**src/rtl/ground_pkg.sv**
```systemverilog
// ---------------------------------------------------------------------------
// ground_pkg
// Purpose : shared constants for the ground scroller and the ground tile
//           renderers, so both sides agree on tile geometry, screen width,
//           ground row and palette from one source.
// Contents: tile geometry, screen constants, 12-bit RGB colours and the
//           run-state type used by the scroller.
// ---------------------------------------------------------------------------
package ground_pkg;

    localparam int TILE_W    = 128;
    localparam int TILE_LOG2 = $clog2(TILE_W);
    localparam int SCREEN_W  = 640;
    localparam int GROUND_Y0 = 385;

    localparam logic [11:0] GRASS = 12'h0a0;
    localparam logic [11:0] DIRT  = 12'h742;
    localparam logic [11:0] STONE = 12'hda6;

    typedef enum logic [1:0] {
        ST_IDLE = 2'd0,
        ST_RUN  = 2'd1,
        ST_HALT = 2'd2
    } run_state_t;

endpackage

```
**src/rtl/ground_scroller_speed_ramp.sv**
```systemverilog
// ---------------------------------------------------------------------------
// speed_ramp
// Purpose : holds the scroll speed and the frame counter that ramps it up.
//           Every RAMP_FRAMES steps the speed goes up by one, saturating at
//           MAX_SPEED; once saturated the counter keeps cycling harmlessly.
// Ports   : i_clk    - pixel clock
//           i_rst_n  - asynchronous active-low reset
//           i_load   - reload INIT_SPEED and clear the ramp counter
//           i_step   - one RUN frame elapsed (ignored while i_load is high)
//           o_speed  - current speed in pixels per frame
// ---------------------------------------------------------------------------
module speed_ramp
#(
    parameter int INIT_SPEED  = 2,
    parameter int MAX_SPEED   = 8,
    parameter int RAMP_FRAMES = 300,
    parameter int SPEED_W     = 4
)
(
    input  logic               i_clk,
    input  logic               i_rst_n,
    input  logic               i_load,
    input  logic               i_step,
    output logic [SPEED_W-1:0] o_speed
);
    import ground_pkg::*;

    localparam int                 CNT_W      = $clog2(RAMP_FRAMES + 1);
    localparam logic [CNT_W-1:0]   RAMP_LAST  = CNT_W'(RAMP_FRAMES - 1);
    localparam logic [SPEED_W-1:0] SPEED_INIT = SPEED_W'(INIT_SPEED);
    localparam logic [SPEED_W-1:0] SPEED_MAX  = SPEED_W'(MAX_SPEED);

    logic [CNT_W-1:0]   r_rampCount;
    logic [SPEED_W-1:0] r_speed;

    // Ramp counter and speed register. The counter wraps on its last value
    // and that same step bumps the speed, so the speed rises once every
    // RAMP_FRAMES steps. A load restarts the ramp from the initial speed.
    always_ff @(posedge i_clk or negedge i_rst_n) begin
        if (!i_rst_n) begin
            r_rampCount <= '0;
            r_speed     <= SPEED_INIT;
        end else if (i_load) begin
            r_rampCount <= '0;
            r_speed     <= SPEED_INIT;
        end else if (i_step) begin
            if (r_rampCount == RAMP_LAST) begin
                r_rampCount <= '0;
                if (r_speed < SPEED_MAX) begin
                    r_speed <= r_speed + 1'b1;
                end
            end else begin
                r_rampCount <= r_rampCount + 1'b1;
            end
        end
    end

    assign o_speed = r_speed;

endmodule

```
**src/rtl/ground_scroller.sv**
```systemverilog
// ---------------------------------------------------------------------------
// ground_scroller
// Purpose : upstream controller for the ground tile renderers. Keeps the
//           horizontal scroll phase of the repeating ground tile, steps it
//           once per frame at a ramping speed, runs the IDLE/RUN/HALT flow
//           of a run and counts the distance score.
// Ports   : i_clk          - pixel clock
//           i_rst_n        - asynchronous active-low reset
//           i_frame_tick   - one-cycle pulse at start of vertical blank
//           i_start        - start request, sampled only on a tick
//           i_collide      - obstacle hit, sampled only on a tick
//           o_tile_right   - packed 11-bit right-edge x of each tile copy
//           o_speed        - current pixels per frame
//           o_distance     - RUN frames so far, saturating
//           o_running      - high in RUN
//           o_halted       - high in HALT
// All state changes only on a tick edge, so the outputs are steady for the
// whole active video of a frame and the tiles never tear.
// ---------------------------------------------------------------------------
module ground_scroller
#(
    parameter int TILE_W      = ground_pkg::TILE_W,
    parameter int NUM_TILES   = 6,
    parameter int INIT_SPEED  = 2,
    parameter int MAX_SPEED   = 8,
    parameter int RAMP_FRAMES = 300,
    parameter int SPEED_W     = 4
)
(
    input  logic                    i_clk,
    input  logic                    i_rst_n,
    input  logic                    i_frame_tick,
    input  logic                    i_start,
    input  logic                    i_collide,
    output logic [11*NUM_TILES-1:0] o_tile_right,
    output logic [SPEED_W-1:0]      o_speed,
    output logic [15:0]             o_distance,
    output logic                    o_running,
    output logic                    o_halted
);
    import ground_pkg::*;

    localparam int                 PHASE_W    = $clog2(TILE_W);
    localparam logic [PHASE_W-1:0] PHASE_INIT = PHASE_W'(TILE_W - 1);
    localparam logic [15:0]        DIST_MAX   = 16'hFFFF;

    run_state_t         r_state;
    logic [PHASE_W-1:0] r_phase;
    logic [15:0]        r_distance;
    logic [SPEED_W-1:0] w_speed;
    logic [PHASE_W-1:0] w_phaseNext;
    logic               w_load;
    logic               w_step;

    // Speed reloads whenever a run is armed (IDLE->RUN) or disarmed
    // (HALT->IDLE); it ramps on every RUN tick that is not a collision.
    assign w_load = i_frame_tick && i_start &&
                    ((r_state == ST_IDLE) || (r_state == ST_HALT));
    assign w_step = i_frame_tick && !i_collide && (r_state == ST_RUN);

    // Tile width is a power of two, so keeping only the phase-width bits of
    // the difference is the modulo; speed < TILE_W keeps one wrap enough.
    assign w_phaseNext = r_phase - PHASE_W'(w_speed);

    speed_ramp #(
        .INIT_SPEED  (INIT_SPEED),
        .MAX_SPEED   (MAX_SPEED),
        .RAMP_FRAMES (RAMP_FRAMES),
        .SPEED_W     (SPEED_W)
    ) u_speedRamp (
        .i_clk   (i_clk),
        .i_rst_n (i_rst_n),
        .i_load  (w_load),
        .i_step  (w_step),
        .o_speed (w_speed)
    );

    // Run-state flow, scroll phase and distance. Collision wins over start
    // in RUN and freezes everything. Leaving HALT only returns to IDLE, so a
    // held start button needs a second tick to begin a new run.
    always_ff @(posedge i_clk or negedge i_rst_n) begin
        if (!i_rst_n) begin
            r_state    <= ST_IDLE;
            r_phase    <= PHASE_INIT;
            r_distance <= '0;
        end else if (i_frame_tick) begin
            case (r_state)
                ST_IDLE: begin
                    if (i_start) begin
                        r_state    <= ST_RUN;
                        r_phase    <= PHASE_INIT;
                        r_distance <= '0;
                    end
                end
                ST_RUN: begin
                    if (i_collide) begin
                        r_state <= ST_HALT;
                    end else begin
                        r_phase <= w_phaseNext;
                        if (r_distance != DIST_MAX) begin
                            r_distance <= r_distance + 1'b1;
                        end
                    end
                end
                ST_HALT: begin
                    if (i_start) begin
                        r_state    <= ST_IDLE;
                        r_phase    <= PHASE_INIT;
                        r_distance <= '0;
                    end
                end
                default: begin
                    r_state <= ST_IDLE;
                end
            endcase
        end
    end

    // Right edge of tile copy k is the phase plus k whole tiles. Tile 0 can
    // sit partly left of the screen; the renderer clips that side.
    always_comb begin
        o_tile_right = '0;
        for (int k = 0; k < NUM_TILES; k++) begin
            o_tile_right[k*11 +: 11] = 11'(r_phase) + 11'(k * TILE_W);
        end
    end

    assign o_speed    = w_speed;
    assign o_distance = r_distance;
    assign o_running  = (r_state == ST_RUN);
    assign o_halted   = (r_state == ST_HALT);

endmodule
```
**config.mk**
```make
export PLATFORM = sky130hd
export DESIGN_NAME = ground_scroller
export DESIGN_NICKNAME = d
export VERILOG_FILES = /design/src/rtl/ground_pkg.sv /design/src/rtl/ground_scroller_speed_ramp.sv /design/src/rtl/ground_scroller.sv
export SDC_FILE = /design/constraint.sdc
export NUM_CORES = 1
export LEC_CHECK = 0
export CAP_MARGIN = 0
export CORE_ASPECT_RATIO = 0.5
export CORE_MARGIN = 3
export CORE_UTILIZATION = 36
export CTS_CLUSTER_SIZE = 8
export DETAILED_ROUTE_END_ITERATION = 10
export MAX_ROUTING_LAYER = met4
export PLACE_DENSITY = 0.68
export SLEW_MARGIN = 20
export SYNTH_ARGS = -nofsm -noshare
export SYNTH_HDL_FRONTEND = slang
export SYNTH_SLANG_ARGS = --single-unit
```
**constraint.sdc**
```tcl
create_clock -name i_clk -period 2.3 [get_ports i_clk]
set_input_delay 0.23 -clock i_clk [delete_from_list [all_inputs] [get_ports i_clk]]
set_output_delay 0.23 -clock i_clk [all_outputs]
set_load 0.005 [all_outputs]
```
==> metrics.csv, run 1 <==
metric;value;unit
port_buffers;68;
grt.total_usage;14.7;%
r2r_slack;0.19;ns
ys_seq_elements;38;
cts_buffers;5;
fin_crit_sh;91.9;%
htree_levels;2;
cts_tree;yes;
yosysUniqueCellTypes;53;
ant_nets;0;
p_int;1.82;mW
vias;2086;
rows;21;
leakagePower;1.34;nW
synth_top_area_share;28.5;%
cts_resized;0;
syn_inst;283;
overflow;0;
finClkSkew;0.00155;ns
die_w;127;microns
area_growth;21.6;%
gp_congestion;0.864;
max_cap_viol_count;0;
fin_area;3200;sq um
clkPwrFrac;26.1;%
power.switching;0.829;mW
yosys-top-cells-area;dfrtp_1 29%, buf_4 17%, dfstp_2 8.0%;
cts_max_path_buffers;2;
die-area;8440;sq um
die_y;66.5;microns
grt_max_degree;39;
powerDensity;827;nW/um^2
drive_above_1_share;11.6;%
fin_nets;332;
start_kind;flip-flop;
core;6880;sq um
cts_root_buffer;clkbuf_16;
setup_violations;0;
grt_busiest_layer;met2;
slew_headroom;62.2;%
whs;0.390;ns
placed_cells;404;
final_cells;412;
swShare;31.3;%
dpl.hpwl;4.30;mm
max_freq;473;MHz
finalWirelength;6.00;mm
cts_num_sinks;38;
cp.required;2.52;ns
p_comb_share;37.6;%
post-cts-setup-buffers;0;
drt_iter0_drc;89;
drc;0;
vdd_drop_max;0.000281;V
period_needed;2.11;ns
hold_viol;0;
syn_avg_cell_area;9.30;sq um
min_path_type;primary input to async pin;
end_kind;flip-flop;
grt_setup_unrepaired;false;
yosysWarnings;0;
ctsHoldBuffers;0;
syn-cell-area;2630;sq um
met3_usage;2.88;%
clk_pin_slew;0.06;ns
gr-usage-met1;18.0;%
wire_per_inst;14.6;microns
power_frac_seq;36.3;%
viasPerCell;5.06;
ys_seq_area_share;36.5;%
crit_fanout;13;
critPathArrivalTime;2.33;ns
pin_count;93;
netlist.top_cell.by_area;dfrtp_1;
num_antenna_cells;0;
insertion_delay;0.28;ns
status;completed;
grt_pass1_wl;9.76;mm
antenna_found_initial;0;
start_util;38.2;%
grt_pass1_vias;1971;
worstSetupPathType;flip-flop to flip-flop;
dr.pass1.iters;4;
setup-tns-final;0;ns
grt_util_met2;25.5;%
placed_area;3050;sq um
tightestPinTransition;0.566;ns
timing.final.max_slew_violations;0;
## cell families (layout without fill, tap and decap cells)
logic type | Yosys count | after routing | synth area share (%)
and+or+nand+nor | 93 | 93 | 21.1
buffers and inverters | 72 | 87 | 19.5
AOI/OAI and AO/OA | 59 | 59 | 14.8
DFF | 38 | 38 | 36.5
xor gates and xnor gates | 10 | 10 | 3.33
adders and majority gates | 8 | 8 | 4.09
other | 2 | 24 | 0.285
muxes | 1 | 1 | 0.380
## worst max-delay path, stage by stage (launching register included)
cell and delay (ns):
dfrtp_1 0.44, ha_1 0.27, and4_1 0.30, nand4bb_1 0.20, o21ai_2 0.51, o21bai_1 0.19, a22o_1 0.14
## registers in the layout, indices dropped and copies added (netlist names)
signal                   cells
r_state                      2
u_speedRamp.o_speed          4
u_speedRamp.r_rampCount      9
o_distance                  16
r_phase                      7
## power groups by stage
stage,Sequential (mW),Combinational [mW],Clock (mW)
floorplan,0.940,0.678,0
finish,0.960,0.994,0.692
CTS,0.963,1.01,0.705
global route,0.993,1.08,0.744
global placement,0.958,0.980,0
detailed placement,0.973,0.997,0
## per-stage QoR
stage                     setup WS, ns  power (mW)  util [%]
final                            0.187        2.65      46.5
after global routing            0.0467        2.82      46.5
after CTS                        0.217        2.67      46.5
after detailed placement         0.239        1.97      44.3
after global placement           0.356        1.94      44.3
after floorplan                  0.599        1.62         -
## Yosys cell counts (all sizes together)
cell type  instances
buf               65
dfrtp             30
o21ai             27
nand2             23
nor2              21
nand4             10
a21oi              9
nand3              9
dfstp              8
ha                 7
inv                7
and3               6
xnor2              5
xor2               5
and2               4
nand4bb            4
nor3               4
o31ai              4
a31oi              3
nor2b              3
o211ai             3
o22a               3
a32o               2
conb               2
nor4               2
a21o               1
a22o               1
a22oi              1
a31o               1
a41oi              1
and2b              1
and4               1
and4bb             1
fa                 1
mux2i              1
nand3b             1
nor3b              1
o21a               1
o21bai             1
o41ai              1
or2                1
or3                1
## placed cells by master, fill, tap and decap left out, types with 8 or more instances in the layout
master | Yosys | layout
clkdlybuf4s50_1 | 0 | 68
dfrtp_1 | 30 | 30
conb_1 | 2 | 24
nand2_1 | 23 | 23
nor2_1 | 21 | 21
o21ai_1 | 15 | 15
nand4_1 | 10 | 10
nand3_1 | 9 | 9
a21oi_1 | 9 | 9
o21ai_0 | 9 | 9
dfstp_2 | 8 | 8
## path summary, 6_finish.rpt
kind	from	endpoint	cells after the start
min reg2reg	u_speedRamp.r_rampCount[7]	u_speedRamp.r_rampCount[7]	1
min	i_rst_n	o_distance[5]	2
max reg2reg	o_distance[0]	o_distance[7]	6
max	o_distance[0]	o_distance[7]	6
max in group asynchronous	i_rst_n	r_phase[3]	2
min in group i_clk	u_speedRamp.r_rampCount[7]	u_speedRamp.r_rampCount[7]	1
## layout make-up
cell class | instances | area (sq um)
Tap cell | 92 | 115
Fill cell | 628 | 3680
Inverter | 7 | 26.3
Sequential cell | 38 | 961
Timing Repair Buffer | 72 | 711
Clock buffer | 7 | 143
Clock inverter | 1 | 5.00
Multi-Input combinational cell | 195 | 1240
## layer usage
layer | routed length (microns) | up-vias
met5 | 0 | -
met4 | 34 | 0
met3 | 384 | 2
met2 | 2910 | 83
met1 | 2670 | 1018
li1 | - | 983
Power figures use the tool's default switching activity.
==> run 2, diff against run 1 <==
--- a/config.mk
+++ b/config.mk
@@ -9,6 +9,7 @@
 export CORE_ASPECT_RATIO = 0.5
 export CORE_MARGIN = 3
 export CORE_UTILIZATION = 36
+export CTS_BUF_LIST = sky130_fd_sc_hd__clkbuf_8
 export CTS_CLUSTER_SIZE = 8
 export DETAILED_ROUTE_END_ITERATION = 10
 export MAX_ROUTING_LAYER = met4
==> metrics.csv, run 2 (same netlist as run 1, synthesis figures left out) <==
metric;value;unit
status;completed;
worstSetupPathType;flip-flop to flip-flop;
cts_root_buffer;clkbuf_8;
antenna_found_initial;0;
max_cap_viol_count;0;
die-area;8440;sq um
layout_common_cells;68 x clkdlybuf4s50_1, 30 x dfrtp_1, 24 x conb_1;
placed_cells;404;
insertion_delay;0.30;ns
fin_nets;332;
timing.final.max_slew_violations;0;
pre_cts_slack;0.239;ns
rr_startpoint;o_distance[0];
finClkSkew;0.00752;ns
ant_nets;0;
grt_pass1_wl;9.66;mm
grt_pass1_vias;1941;
crit_path_max_incr_delay;0.50;ns
end_kind;flip-flop;
power_frac_seq;39.4;%
path_cells;ha_1 -> and4_1 -> nand4bb_1 -> o21ai_2 -> o21bai_1 -> a22o_1;
tightestPinTransition;0.550;ns
fin_crit_sh;90.9;%
drt_iter0_drc;78;
post-cts-setup-buffers;0;
num_antenna_cells;0;
grt.total_usage;14.7;%
r2r_end;o_distance[7];
cts_resized;0;
die_y;66.5;microns
nFillCells;630;
dr.pass1.iters;4;
cp_slowest_cell;o21ai_2;
crit_fanout;13;
ctsHoldBuffers;0;
rows;21;
htree_levels;2;
setup_violations;0;
r2r_slack;0.21;ns
slew_headroom;63.3;%
setup_ws;0.209;ns
largest_reg_flops;16;
drc;0;
cts_buffers;5;
p_int;1.62;mW
setup-tns-final;0;ns
grt_setup_unrepaired;false;
pin_count;93;
start_kind;flip-flop;
critPathArrivalTime;2.33;ns
final_util;45.7;%
dpl.hpwl;4.30;mm
min_path_type;primary input to async pin;
core;6880;sq um
drive_above_1_share;11.6;%
area_growth;19.4;%
power.switching;0.812;mW
leakagePower;1.32;nW
vias;2105;
cts_tree;yes;
p_comb_share;40.8;%
cp.required;2.54;ns
r2r_cells;6;
grt_max_degree;39;
gp_congestion;0.864;
port_buffers;68;
die_w;127;microns
clkPwrFrac;19.8;%
cts_max_path_buffers;2;
swShare;33.3;%
finalWirelength;5.89;mm
viasPerCell;5.11;
vdd_drop_max;0.000275;V
max_freq;478;MHz
period_needed;2.09;ns
wire_per_inst;14.3;microns
start_util;38.2;%
layout_commonest_cell;clkdlybuf4s50_1;
final_cells;412;
hold_viol;0;
clk_pin_slew;0.08;ns
whs;0.362;ns
overflow;0;
powerDensity;774;nW/um^2
cts_num_sinks;38;
## run 2: area by class of cell
type                    instances  area, sq um  share of cell area, %
clock buffers                   6         82.6                   2.63
clock inverters                 2         8.76                  0.279
inverters                       7         26.3                  0.836
multi-input cells             195         1240                   39.4
flip-flops and latches         38          961                   30.6
well taps                      92          115                   3.66
repair buffers                 72          711                   22.6
## run 2: worst max path at each step
stage	from	end	slack, ns	cells after the start
after floorplan	o_distance[0]	o_distance[1]	0.60	5
after global routing	o_distance[0]	o_distance[7]	0.04	6
after detailed placement	o_distance[0]	o_distance[7]	0.24	6
after CTS	o_distance[0]	o_distance[7]	0.22	6
after global placement	o_distance[0]	o_distance[7]	0.36	6
final	o_distance[0]	o_distance[7]	0.21	6
## run 2: metrics by stage
step	total power, mW	area [sq um]
2_1_floorplan	1.62	2720
3_3_place_gp	1.94	3050
3_5_place_dp	1.97	3050
4_1_cts	2.47	3140
5_1_grt	2.61	3140
6_report	2.43	3140
## run 2: per-layer routing
metal	routed length, microns	track usage (%)	vias to the layer above
li1	-	-	982
met1	2590	17.8	1028
met2	2840	24.6	89
met3	389	3.12	6
met4	74	5.61	0
met5	0	-	-
## run 2: worst max-delay path: cells and delay by family (launching register included)
kind            cells  cell delay, ns
fa+ha+maj           1            0.26
compound gates      3            0.83
simple gates        2            0.50
flops               1            0.44
## run 2: power by group through the flow
| stage | clock network (mW) | registers (mW) | logic, mW |
|---|---|---|---|
| finish | 0.483 | 0.958 | 0.994 |
| global route | 0.539 | 0.991 | 1.08 |
| CTS | 0.505 | 0.961 | 1.00 |
| detailed placement | 0 | 0.973 | 0.997 |
| global placement | 0 | 0.958 | 0.980 |
| floorplan | 0 | 0.940 | 0.678 |
==> run 3, diff against run 2 <==
--- a/config.mk
+++ b/config.mk
@@ -8,12 +8,12 @@
 export CAP_MARGIN = 0
 export CORE_ASPECT_RATIO = 0.5
 export CORE_MARGIN = 3
-export CORE_UTILIZATION = 36
+export CORE_UTILIZATION = 47
 export CTS_BUF_LIST = sky130_fd_sc_hd__clkbuf_8
 export CTS_CLUSTER_SIZE = 8
 export DETAILED_ROUTE_END_ITERATION = 10
 export MAX_ROUTING_LAYER = met4
-export PLACE_DENSITY = 0.68
+export PLACE_DENSITY = 0.85
 export SLEW_MARGIN = 20
 export SYNTH_ARGS = -nofsm -noshare
 export SYNTH_HDL_FRONTEND = slang
==> metrics.csv, run 3 (same netlist as run 1, synthesis figures left out) <==
metric;value;unit
status;completed;
end_kind;flip-flop;
overflow;0;
grt_setup_unrepaired;false;
die_w;112;microns
viasPerCell;5.38;
ant_nets;0;
ctsHoldBuffers;0;
fin_nets;332;
pin_count;93;
cp_slowest_cell;o21ai_2;
placed_cells;382;
slew_headroom;60.3;%
core;5160;sq um
min_path_type;primary input to async pin;
critPathArrivalTime;2.39;ns
path_cells;ha_1 -> and4_1 -> nand4bb_1 -> o21ai_2 -> o21bai_1 -> a22o_1;
final_cells;390;
cts_root_buffer;clkbuf_8;
post-cts-setup-buffers;0;
crit_path_max_incr_delay;0.54;ns
drive_above_1_share;11.9;%
grt_pass1_vias;1999;
antenna_found_initial;0;
cts_max_path_buffers;2;
insertion_delay;0.30;ns
crit_fanout;13;
rows;18;
max_cap_viol_count;0;
period_needed;2.15;ns
start_util;51.0;%
largest_reg_flops;16;
layout_commonest_cell;clkdlybuf4s50_1;
worstSetupPathType;flip-flop to flip-flop;
start_kind;flip-flop;
grt_max_degree;39;
grt.total_usage;19.2;%
grt_pass1_wl;9.80;mm
finalWirelength;6.00;mm
cp.required;2.54;ns
wire_per_inst;15.4;microns
finClkSkew;0.00479;ns
dpl.hpwl;4.34;mm
vias;2100;
drc;0;
cts_num_sinks;38;
layout_common_cells;68 x clkdlybuf4s50_1, 30 x dfrtp_1, 24 x conb_1;
gp_congestion;0.901;
port_buffers;68;
cts_resized;0;
vdd_drop_max;0.000387;V
crit_buf_inv;0;
cpLargestDelayFamily;compound AO/OA/AOI/OAI gates;
die-area;6590;sq um
leakagePower;1.34;nW
powerDensity;847;nW/um^2
area_growth;20.3;%
setup_violations;0;
fin_crit_sh;93.5;%
setup-tns-final;0;ns
num_antenna_cells;0;
max_freq;465;MHz
hold_viol;0;
tightestPinTransition;0.596;ns
timing.final.max_slew_violations;0;
cts_tree;yes;
clk_pin_slew;0.08;ns
drt_iter0_drc;40;
htree_levels;2;
die_y;58.9;microns
dr.pass1.iters;4;
cts_buffers;5;
-- run 3: changes by cell type in the layout (fill, tap and decap cells not counted), sizes merged --
| cell | before | now |
|---|---|---|
| bufinv | 0 | 2 |
| clkinv | 1 | 0 |
| inv | 8 | 7 |
-- run 3: routing by layer --
layer / part of all wire [%] / track usage, % / vias up
li1: - / - / 975
met1: 43 / 23.4 / 1027
met2: 49 / 32.5 / 91
met3: 7.5 / 4.41 / 7
met4: 1.1 / 5.89 / 0
met5: 0 / - / -
-- run 3: power breakdown --
part           internal (mW)  switching, mW  total, mW
sequential             0.785          0.177      0.962
combinational          0.601          0.394      0.995
clock                  0.463          0.263      0.726
total                   1.85          0.834       2.68
-- run 3: cell type report --
| class | instances | area, sq um |
|---|---|---|
| clock buffer | 6 | 82.6 |
| tap | 70 | 87.6 |
| inverter | 7 | 26.3 |
| sequential | 38 | 961 |
| multi-input combinational | 195 | 1240 |
| fill | 451 | 1990 |
| clock inverter | 2 | 60.1 |
| timing repair buffer | 72 | 711 |
-- run 3: worst paths after layout --
path,start,endpoint,slack (ns),depth (start not counted)
setup reg to reg,o_distance[0],o_distance[7],0.15,6
min in group i_clk,u_speedRamp.r_rampCount[8],u_speedRamp.r_rampCount[8],0.51,1
setup / recovery,o_distance[0],o_distance[7],0.15,6
max in group asynchronous,i_rst_n,r_phase[0],1.57,2
hold reg to reg,u_speedRamp.r_rampCount[8],u_speedRamp.r_rampCount[8],0.51,1
hold / removal,i_rst_n,o_distance[11],0.35,2
-- run 3: metrics by stage --
step	setup WS, ns	total power [mW]	cell area, sq um	hold WS, ns	util, %
global placement	0.386	1.93	3030	0.484	58.7
CTS	0.158	2.70	3170	0.364	61.4
detailed placement	0.223	1.98	3030	0.501	58.7
global route	0.0209	2.83	3170	0.396	61.4
floorplan	0.599	1.62	2720	-0.0656	-
finish	0.149	2.68	3170	0.354	61.4
==> patch, RTL diff (settings of run 2) <==
Register the inputs `i_frame_tick`, `i_start` and `i_collide` before use. The logic sees them one clock later. Comments in the files are not updated.
--- a/src/rtl/ground_scroller.sv
+++ b/src/rtl/ground_scroller.sv
@@ -45,4 +45,14 @@
     localparam logic [15:0]        DIST_MAX   = 16'hFFFF;
 
+    logic i_frame_tick_q;
+    logic i_start_q;
+    logic i_collide_q;
+
+    always_ff @(posedge i_clk) begin
+        i_frame_tick_q <= i_frame_tick;
+        i_start_q      <= i_start;
+        i_collide_q    <= i_collide;
+    end
+
     run_state_t         r_state;
     logic [PHASE_W-1:0] r_phase;
@@ -55,7 +65,7 @@
     // Speed reloads whenever a run is armed (IDLE->RUN) or disarmed
     // (HALT->IDLE); it ramps on every RUN tick that is not a collision.
-    assign w_load = i_frame_tick && i_start &&
+    assign w_load = i_frame_tick_q && i_start_q &&
                     ((r_state == ST_IDLE) || (r_state == ST_HALT));
-    assign w_step = i_frame_tick && !i_collide && (r_state == ST_RUN);
+    assign w_step = i_frame_tick_q && !i_collide_q && (r_state == ST_RUN);
 
     // Tile width is a power of two, so keeping only the phase-width bits of
@@ -84,8 +94,8 @@
             r_phase    <= PHASE_INIT;
             r_distance <= '0;
-        end else if (i_frame_tick) begin
+        end else if (i_frame_tick_q) begin
             case (r_state)
                 ST_IDLE: begin
-                    if (i_start) begin
+                    if (i_start_q) begin
                         r_state    <= ST_RUN;
                         r_phase    <= PHASE_INIT;
@@ -94,5 +104,5 @@
                 end
                 ST_RUN: begin
-                    if (i_collide) begin
+                    if (i_collide_q) begin
                         r_state <= ST_HALT;
                     end else begin
@@ -104,5 +114,5 @@
                 end
                 ST_HALT: begin
-                    if (i_start) begin
+                    if (i_start_q) begin
                         r_state    <= ST_IDLE;
                         r_phase    <= PHASE_INIT;
Behaviour: not the same (a bounded check fails within 4 cycles, from zero or initial values and one cycle with i_rst_n low).
==> patch against run 2 <==
Area after synthesis up 2.3%; sequential cell count is 3 higher; via count fell by 2.2%; sequential share of layout area grew 1.5 points; routed wire length down 5.7%; final area grew 1.4%; sequential power increased by 2.3%; worst setup slack gained 5.7 ps; first-iteration DRC count up 7.7%; total power fell by 3.9%; clock power is 5.2% lower; largest power group is now sequential cells; highest routed layer unchanged.
==> patch: results (changes against run 2) <==
- #FFs+latches synth: 41 (was 38)
- Drt total wl: 5.555 mm (was 5.893 mm)
- CTS Buf Count: 5 (unchanged)
- Clock network power share: 19.6% (was 19.8%)
- Dpl cells: 406 (was 404)
- Post-Place Setup Slack: 238.3 ps (was 239.1 ps)
- Synth top area cells: dfrtp_1, buf_4, dfstp_2 (unchanged)
- Fraction of registers with async set or reset after synthesis: 92.68% (was 100.0%)
- Critical Path Fanout Max: 13 (unchanged)
- Combinational fraction of design power: 38.6% (was 40.8%)
- Sw frac: 32.21% (was 33.33%)
- Met1 WL: 2.464 mm (was 2.592 mm)
- XOR/XNOR share of the synthesized area: 3.253% (was 3.327%)
- Adder-Cell Fraction of Synth Area: 3.996% (was 4.087%)
- Seq. pwr: 0.000980 W (was 0.000958 W)
- 1st-iter DRT viols: 84 (was 78)
- Global-route wire length before repair: 9.487 mm (was 9.660 mm)
- Clock root cell: clkbuf_8 (unchanged)
- Synth warnings: 0 (unchanged)
- Synth cell types: 54 (was 53)
- Leak: 1.335 nW (was 1.317 nW)
- Synth Flop Type: dfrtp_1 (unchanged)
- Proportion of synthesized area in mux cells: 0.3717% (was 0.3802%)
- Dpl cell area: 3105 um^2 (was 3053 um^2)
- Final HPWL DP: 4.165 mm (was 4.296 mm)
- Top layer in use: met4 (unchanged)
- Max_slew headroom: 62.78% (was 63.33%)
- Complex-gate fraction of the synthesized area: 14.50% (was 14.83%)
- Layout cells sized above 1: 11.18% (was 11.56%)
- Worst Skew: 3.238 ps (was 7.521 ps)
- Vias in the first global route: 1939 (was 1941)
- DR WL met3: 303 um (was 389 um)
- Top delay family on crit path: compound AO/OA/AOI/OAI gates (unchanged)
- Vias: 2059 (was 2105)
- Met2 wire length: 2.692 mm (was 2.837 mm)
- Status: completed (unchanged)
- Average size of a mapped cell: 9.415 um^2 (was 9.302 um^2)
- Fin nets: 334 (was 332)
- GPL Wtd Cong: 0.8180 (was 0.8640)
- Vias/cell: 4.973 (was 5.109)
- Cts repair resizes: 0 (unchanged)
- Top power group: sequential cells (was combinational logic)
- Max VDD drop: 317.9 uV (was 274.9 uV)
- Worst path slowest cell: o21ai_2 (unchanged)
- Sequential share of the synthesized area: 37.92% (was 36.50%)
[patch: changes by cell type after synthesis]
cell	run 2	this run
dfxtp_1	0	3
[patch: worst paths after layout]
kind,to,slack (ps),depth (start not counted)
max,o_distance[7]$_DFFE_PN0P_,210,6
min,u_speedRamp.r_rampCount[6]$_DFFE_PN0P_,360,2
max reg2reg,o_distance[7]$_DFFE_PN0P_,210,6
min reg2reg,u_speedRamp.r_rampCount[7]$_DFFE_PN0P_,510,1
max in group asynchronous,r_phase[5]$_DFFE_PN1P_,1590,2
min in group i_clk,i_start_q$_DFF_P_,370,1
[patch: layer usage]
layer / track usage, % / up-vias
li1: - / 991
met1: 17.19 / 990
met2: 24.35 / 69
met3: 2.370 / 9
met4: 4.894 / 0
met5: - / -
[patch: cell type report]
type | count | area (um^2)
repair buffers | 71 | 703.2
fillers | 628 | 3775
clock buffers | 5 | 68.82
flip-flops and latches | 41 | 1021
inverters | 7 | 26.28
well taps | 92 | 115.1
multi-input cells | 195 | 1240
clock inverters | 3 | 13.76
